$ cat src/rtl/load_align_unit.sv
// ---------------------------------------------------------------------------
// load_align_unit
//   Turns a pipeline load (byte address + RISC-V load funct3) into one or two
//   word-aligned memory reads, then shifts, truncates and sign/zero-extends
//   the returned data.
//   A load that crosses a word boundary is either split into two reads
//   (MISALIGN_EN=1) or rejected with an error (MISALIGN_EN=0).
//   Illegal funct3 encodings are always rejected.
//
// Parameters
//   XLEN        : data/address width, 32 or 64
//   MISALIGN_EN : 1 = split boundary-crossing loads, 0 = flag them as errors
//
// Ports
//   clk, rst_n            : clock, asynchronous active-low reset
//   ld_valid / ld_ready   : request handshake; ready only while idle
//   ld_addr, ld_funct3    : load byte address and load type
//   mem_req, mem_addr     : word-aligned read request, held until mem_rvalid
//   mem_rvalid, mem_rdata : read response
//   ld_done               : one-cycle completion pulse
//   ld_data, ld_err       : result and error flag, held until the next done
// ---------------------------------------------------------------------------
module load_align_unit #(
  parameter int unsigned XLEN        = 32,
  parameter bit          MISALIGN_EN = 1'b1
) (
  input  logic            clk,
  input  logic            rst_n,
  input  logic            ld_valid,
  output logic            ld_ready,
  input  logic [XLEN-1:0] ld_addr,
  input  logic [2:0]      ld_funct3,
  output logic            mem_req,
  output logic [XLEN-1:0] mem_addr,
  input  logic            mem_rvalid,
  input  logic [XLEN-1:0] mem_rdata,
  output logic            ld_done,
  output logic [XLEN-1:0] ld_data,
  output logic            ld_err
);

  localparam int unsigned BYTES = XLEN / 8;
  localparam int unsigned OFFW  = $clog2(BYTES);

  typedef enum logic [1:0] {IDLE, RD0, RD1, DONE} state_e;

  state_e            state_q, state_d;
  logic              ld_ready_q, ld_ready_d;
  logic              mem_req_q, mem_req_d;
  logic [XLEN-1:0]   mem_addr_q, mem_addr_d;
  logic              ld_done_q, ld_done_d;
  logic [XLEN-1:0]   ld_data_q, ld_data_d;
  logic              ld_err_q, ld_err_d;
  logic [XLEN-1:0]   word0_q, word0_d;
  logic [OFFW-1:0]   off_q, off_d;
  logic [2:0]        f3_q, f3_d;
  logic              cross_q, cross_d;

  // Request decode
  logic [OFFW-1:0]   req_off;
  logic [3:0]        req_size;
  logic              req_cross;
  logic              req_illegal;

  always_comb begin
    req_off     = ld_addr[OFFW-1:0];
    req_size    = 4'd1 << ld_funct3[1:0];
    req_cross   = (32'(req_off) + 32'(req_size)) > BYTES;
    req_illegal = (ld_funct3 == 3'b111) ||
                  ((XLEN == 32) && ((ld_funct3 == 3'b011) || (ld_funct3 == 3'b110)));
  end

  // Result formation. The word arriving this cycle is used directly so the
  // result can be registered on the same edge that enters DONE; in RD1 the
  // low word comes from the captured word0.
  logic [XLEN-1:0]   lo_w, hi_w, result;
  logic [2*XLEN-1:0] shifted;
  logic              sign_bit;
  int unsigned       nbits;

  always_comb begin
    lo_w    = (state_q == RD1) ? word0_q : mem_rdata;
    hi_w    = (state_q == RD1) ? mem_rdata : '0;
    shifted = {hi_w, lo_w} >> {off_q, 3'b000};
    nbits   = 32'd8 << f3_q[1:0];
    case (f3_q[1:0])
      2'b00:   sign_bit = shifted[7];
      2'b01:   sign_bit = shifted[15];
      2'b10:   sign_bit = shifted[31];
      default: sign_bit = shifted[63];
    endcase
    result = '0;
    for (int unsigned i = 0; i < XLEN; i++) begin
      result[i] = (i < nbits) ? shifted[i] : (sign_bit & ~f3_q[2]);
    end
  end

  // Next-state and registered-output logic
  always_comb begin
    state_d    = state_q;
    ld_ready_d = ld_ready_q;
    mem_req_d  = mem_req_q;
    mem_addr_d = mem_addr_q;
    ld_done_d  = 1'b0;
    ld_data_d  = ld_data_q;
    ld_err_d   = ld_err_q;
    word0_d    = word0_q;
    off_d      = off_q;
    f3_d       = f3_q;
    cross_d    = cross_q;

    case (state_q)
      IDLE: begin
        if (ld_valid && ld_ready_q) begin
          off_d      = req_off;
          f3_d       = ld_funct3;
          cross_d    = req_cross;
          ld_ready_d = 1'b0;
          if (req_illegal || (req_cross && !MISALIGN_EN)) begin
            state_d   = DONE;
            ld_done_d = 1'b1;
            ld_err_d  = 1'b1;
            ld_data_d = '0;
          end else begin
            state_d    = RD0;
            mem_req_d  = 1'b1;
            mem_addr_d = {ld_addr[XLEN-1:OFFW], {OFFW{1'b0}}};
          end
        end
      end
      RD0: begin
        if (mem_rvalid) begin
          word0_d = mem_rdata;
          if (cross_q) begin
            state_d    = RD1;
            mem_addr_d = mem_addr_q + XLEN'(BYTES);
          end else begin
            state_d   = DONE;
            mem_req_d = 1'b0;
            ld_done_d = 1'b1;
            ld_data_d = result;
            ld_err_d  = 1'b0;
          end
        end
      end
      RD1: begin
        if (mem_rvalid) begin
          state_d   = DONE;
          mem_req_d = 1'b0;
          ld_done_d = 1'b1;
          ld_data_d = result;
          ld_err_d  = 1'b0;
        end
      end
      default: begin
        state_d    = IDLE;
        ld_ready_d = 1'b1;
      end
    endcase
  end

  always_ff @(posedge clk or negedge rst_n) begin
    if (!rst_n) begin
      state_q    <= IDLE;
      ld_ready_q <= 1'b1;
      mem_req_q  <= 1'b0;
      mem_addr_q <= '0;
      ld_done_q  <= 1'b0;
      ld_data_q  <= '0;
      ld_err_q   <= 1'b0;
      word0_q    <= '0;
      off_q      <= '0;
      f3_q       <= '0;
      cross_q    <= 1'b0;
    end else begin
      state_q    <= state_d;
      ld_ready_q <= ld_ready_d;
      mem_req_q  <= mem_req_d;
      mem_addr_q <= mem_addr_d;
      ld_done_q  <= ld_done_d;
      ld_data_q  <= ld_data_d;
      ld_err_q   <= ld_err_d;
      word0_q    <= word0_d;
      off_q      <= off_d;
      f3_q       <= f3_d;
      cross_q    <= cross_d;
    end
  end

  assign ld_ready = ld_ready_q;
  assign mem_req  = mem_req_q;
  assign mem_addr = mem_addr_q;
  assign ld_done  = ld_done_q;
  assign ld_data  = ld_data_q;
  assign ld_err   = ld_err_q;

endmodule

$ cat config.mk
export PLATFORM = sky130hd
export DESIGN_NAME = load_align_unit
export DESIGN_NICKNAME = d
export VERILOG_FILES = /design/src/rtl/load_align_unit.sv
export SDC_FILE = /design/constraint.sdc
export NUM_CORES = 1
export LEC_CHECK = 0
export CAP_MARGIN = 20
export CORE_MARGIN = 4
export CORE_UTILIZATION = 40
export DETAILED_ROUTE_END_ITERATION = 16
export PLACE_DENSITY = 0.77
export SYNTH_ARGS = -nofsm -noshare
export SYNTH_HDL_FRONTEND = slang
export SYNTH_SLANG_ARGS = --single-unit
$ cat constraint.sdc
create_clock -name clk -period 5.83 [get_ports clk]
set_input_delay 0.583 -clock clk [delete_from_list [all_inputs] [get_ports clk]]
set_output_delay 0.583 -clock clk [all_outputs]
set_load 0.03 [all_outputs]
# --- Word-level counts from Yosys, hierarchy flattened ---
# Cells that the tools add are included.
op_classes:
  div: 0
  n_eq_ne: 14
  n_mul: 0
  n_shift: 3
  magnitude_cmp: 33
  n_reduce_logical: 15
  bitwise_logic: 3
  muxes: 69
  n_addsub: 2
ops:
  columns: ["operator", "n"]
  rows:
  - ["$lt 5x32->1 const A", 16]
  - ["$mux 32", 11]
  - ["$lt 4x32->1 const A", 8]
  - ["$lt 3x32->1 const A", 4]
  - ["$pmux 32 s3", 1]
  - ["$lt 1x32->1 const A", 2]
  - ["$lt 2x32->1 const A", 2]
  - ["$pmux 32 s2", 1]
  - ["$shr 64x5->64", 1]
  - ["$mux 1", 46]
  - ["$add 32x3->32 const B", 1]
  - ["$shl 4x2->32 const A", 1]
  - ["$ne 2x2->1 const B", 7]
  - ["$pmux 1 s3", 4]
  - ["$reduce_and 6->1", 2]
  - ["$mux 2", 4]
  - ["$eq 3x3->1 const B", 2]
  - ["$pmux 2 s3", 1]
  - ["$reduce_and 2->1", 3]
  - ["$add 2x4->5", 1]
  - ["$gt 5x3->1 const B", 1]
  - ["$reduce_and 5->1", 1]
  - ["$eq 2x1->1 const B", 2]
  - ["$eq 2x2->1 const B", 2]
  - ["12 further kinds", 15]
totals:
  n_memories: 0
  elab_cells: 150
  romBits: 0
  ff_bits: 108
  ram_bits: 0
  inputBits: 71
  latchBits: 0

# --- Longest topological paths before layout ---
depth:
  ltp_word: 9
  mapped_depth: 10
  mapped_depth_nobuf: 9

# --- Least setup slack after synthesis ---
# Ideal clock, no wire load.
synth_path:
  kind: "flip-flop to flip-flop"
  startpoint: "register state_q[0]"
  endpoint: "register mem_addr_q[21] (netlist: mem_addr[21])"
  setup_ns: 0.067
  path_stages_with_launch: 10
  arrival_time_ns: 2.324
  slack_ns: 3.439
  synth_period_minus_slack_ns: 2.391
  required_time_ns: 5.763
  cell_sequence: "dfrtp_1 -> inv_1 -> ha_1 -> buf_2 -> a21boi_1 -> or4_1 -> buf_2 -> or4_1 -> a21oi_1 -> a221o_1"
synth_between:
  elab_chain_len: 3
synth_lines:
  columns: ["item", "line", "rtl"]
  rows:
  - ["start: declaration", "47", "state_e state_q, state_d;"]
  - ["start signal: assignment", "176", "state_q <= state_d;"]
  - ["$eq 2x1->1 / $logic_not 2->1 (equally long branches)", "112", "case (state_q)"]
  - ["$ne 2x2->1 (no source line) / $reduce_bool 2->1 (equally long branches)", null, null]
  - ["$reduce_and 5->1 (no source line)", null, null]
  - ["end signal: assignment", "179", "mem_addr_q <= mem_addr_d;"]
  - ["end: declaration", "50", "logic [XLEN-1:0] mem_addr_q, mem_addr_d;"]
# Several ways; a longest one is shown, not always the timed one.
# A chain may end at the register's enable or synchronous reset.

# --- Final worst setup path ---
layout_path:
  startpoint: "register state_q[0]"
  endpoint: "register ld_data_q[27] (netlist: ld_data[27])"
layout_between:
  elab_chain_len: 9
layout_lines:
  columns: ["item", "line", "rtl"]
  rows:
  - ["$eq 2x2->1", "82, 83, 112", null]
  - ["$mux 32, on equally long branches", "82, 83", null]
  - ["$shr 64x5->64", "84", "shifted = {hi_w, lo_w} >> {off_q, 3'b000};"]
  - ["$pmux 1 s3", "86", "case (f3_q[1:0])"]
  - ["$and 1x1->1", "94", "result[i] = (i < nbits) ? shifted[i] : (sign_bit & ~f3_q[2]);"]
  - ["$mux 1", "94", null]
  - ["$mux 32", "134", "if (cross_q) begin"]
  - ["$mux 32", "132", "if (mem_rvalid) begin"]
  - ["$pmux 32 s3", "112", null]
  - ["end signal: assignment", "181", "ld_data_q <= ld_data_d;"]
  - ["end: declaration", "52", "logic [XLEN-1:0] ld_data_q, ld_data_d;"]
# Several ways; a longest one is shown, not always the timed one. The select of a mux whose other input is x is not followed.

==> run metrics <==
status=completed; switching share of power=a little under half; Final Hold Viols=0; vias in the first global route=about 5300; top cells by area, synth=dfrtp_1, mux2_2, mux2i_1, o21ai_0, a21oi_1; largest family of logic cells by synthesized area=compound AO/OA/AOI/OAI gates; Buffers on Ports=roughly 140; die outline height=roughly 130 um; worst-path maximum fanout=39; Min Hold Slack=between 200 and 250 ps; sequential element share of the synthesized area=between 40 and 50%; Starting Density=41.0%; number of flops mapped to enable cells by yosys=0; area share of fa/ha/maj cells after synthesis=roughly 1.7%; unique cell type count in the Yosys netlist=55; P_sw=around 2.3 mW; Pins Over Slew Limit=0; post-CTS setup buffers=0; total routed wirelength=~18 mm; Post-Syn Area=between 6000 and 7000 um^2; mux share of post-synthesis cell area=15.9%; Register Area=between 2000 and 3000 um^2; FILL cells=roughly 1500; # rows=45; Yosys top cell area share=between 40% and 50%; Clk pwr share=about an eighth; Worst-Margin Slew=roughly 1100 ps; reg2reg setup slack=2930 ps; Final Util=approximately 53%; Synth Area in Compound Gates=20.5%; Synth async-reset ratio=100%; Hold Buf Count CTS=0; H-tree level count=3; Resized cells post-CTS=0; ANT cells=0; clock root cell=clkbuf_16; first-iteration detailed-routing DRC count=693; routed length per instance=roughly 18 um; flops & latches, synth=106; die area=17800 um^2; syn_area_per_cell=between 9 and 10 um^2; PwrDens=just over 600 nW/um^2; DRT antenna net count=0; area post-placement=7790 um^2; detailed placement HPWL=13.0 mm; layout cells sized above 1=just over 10%; number of remaining DRC errors=0; Int Pwr=between 2 and 3 mW; cell taking the most area after synthesis=dfrtp_1; Post-Synth Simple-Gate Area=15.5%; core box area=between 15000 and 20000 um^2; RR Endpoint=ld_data[27]$_DFFE_PN0P_; Worst R2R Path Depth=9; Clock Skew=roughly 6.1 ps; post-layout min period=~2900 ps; clock latency on the worst-skew pair=between 300 and 400 ps; first-pass GRT wire length=28.5 mm; top post-synthesis cells by count=dfrtp_1, nand2_1, o21ai_0; Overflow after GRT=0; TritonRoute pass-1 iters=5; Final period util=49.7%; fmax=around 0.35 GHz; CTS Buf Count=9; Leakage=3.20 nW; r2r startpoint=state_q[0]$_DFFE_PN0P_; count leader, synth=dfrtp_1; final setup vio count=0; largest net degree at the start of global routing=74; Area Overhead vs Synth=28.5%; Sequential Power Share=between 20 and 30%; Crit path required time=6040 ps; critical path arrival=about 3100 ps; DR vias/cell=~5.7; critical setup path kind=register to register; Die W=approximately 130 um; routability congestion estimate=about 0.85; multi-input logic area=around 3400 um^2; worst vdd ir=0.203 mV; Vias=~5600; CP Capture Type=register; clk slew on worst S/H paths=about 70 ps; max_slew headroom=~29%; Gate power share=between 50% and 60%; RSZ-0062 raised after global routing=no; Nets=860; CTS tree=yes; post-synthesis cell count=approximately 670; Sink Count=106; initial antenna violation count=0; max cap viols=0; Post-Layout Inst Area=between 8000 and 9000 um^2; Ys Warns=0; TNS Setup=0 ps; XOR/XNOR Fraction of Synth Area=0%; Worst Hold Class=input port to async pin; Longest Clk Path Bufs=2; crit start category=register; Most used DFF post-synth=dfrtp_1; I/O pin total=between 100 and 150; GRT Util Overall=about a fifth
[layout make-up]
type	count	share of cell area (%)
multi-input combinational	504	41.9
sequential	106	32.9
timing repair buffer	147	17.9
tap	211	3.27
clock buffer	13	3.23
inverter	13	0.605
clock inverter	2	0.155
[worst max-delay path, cell delays in order, from the launching register on]
cell       delay, ps
dfrtp_1          410
inv_1            120
ha_1             150
buf_4            400
nor2b_1           80
a2111oi_0        530
nor4_1           150
buf_4            210
a2111oi_0        540
o21ai_0          150
[cell usage in the layout (no fill, tap or decap), drive strengths merged, types with 13 or more instances in the layout]
cell type	count
nand3	30
clkbuf	13
nand2	59
o21ai	51
inv	13
clkdlybuf4s50	135
a211oi	18
dfrtp	105
mux2	46
mux2i	46
a21oi	45
nor3	19
o22ai	16
a22oi	15
nor2	39
[power by group through the flow]
stage | combinational, mW | sequential [mW] | clock, mW
after floorplan | 1.61 | 1.73 | 0
after global placement | 2.83 | 1.39 | 0
after detailed placement | 2.88 | 1.41 | 0
after CTS | 2.89 | 1.40 | 0.589
after global routing | 3.14 | 1.45 | 0.620
final | 2.89 | 1.40 | 0.578
[flip-flops by register name (all words and copies together) (netlist names)]
register / cells
f3_q: 3
mem_req: 1
word0_q: 32
ld_data: 32
mem_addr: 30
cross_q: 1
ld_ready: 1
off_q: 2
ld_done: 1
state_q: 2
ld_err: 1
[per-stage QoR]
stage               setup WS, ps  std cells  power [mW]
finish                      2930        996        4.87
global route                2570        996        5.22
CTS                         2980        996        4.87
detailed placement          2760        981        4.29
global placement            2750        981        4.23
floorplan                   3440        673        3.34
[logic make-up after synthesis]
kind of cell | count (synthesis)
compound gates | 199
fa+ha+maj | 8
buf+inv | 63
flops | 106
mux | 93
other cells | 1
simple gates | 202
[worst max-delay path by stage]
stage	slack, ps	startpoint	endpoint
final	2930	state_q[0]$_DFFE_PN0P_	ld_data[27]$_DFFE_PN0P_
after floorplan	3440	state_q[0]$_DFFE_PN0P_	mem_addr[21]$_DFFE_PN0P_
after global routing	2570	state_q[0]$_DFFE_PN0P_	ld_data[27]$_DFFE_PN0P_
after global placement	2750	ld_funct3[0]	mem_addr[21]$_DFFE_PN0P_
after CTS	2980	state_q[0]$_DFFE_PN0P_	ld_data[27]$_DFFE_PN0P_
after detailed placement	2760	ld_funct3[0]	mem_addr[21]$_DFFE_PN0P_
[metal layers]
layer  vias to the layer above  share of wire (%)  GRT usage [%]
met5                         -                  0              0
met4                         0                3.3           8.57
met3                        33                5.1           3.74
met2                       180                 43           27.7
met1                      2699                 49           29.7
li1                       2726                  -              -
No activity file was read; power rests on OpenSTA's default activity.
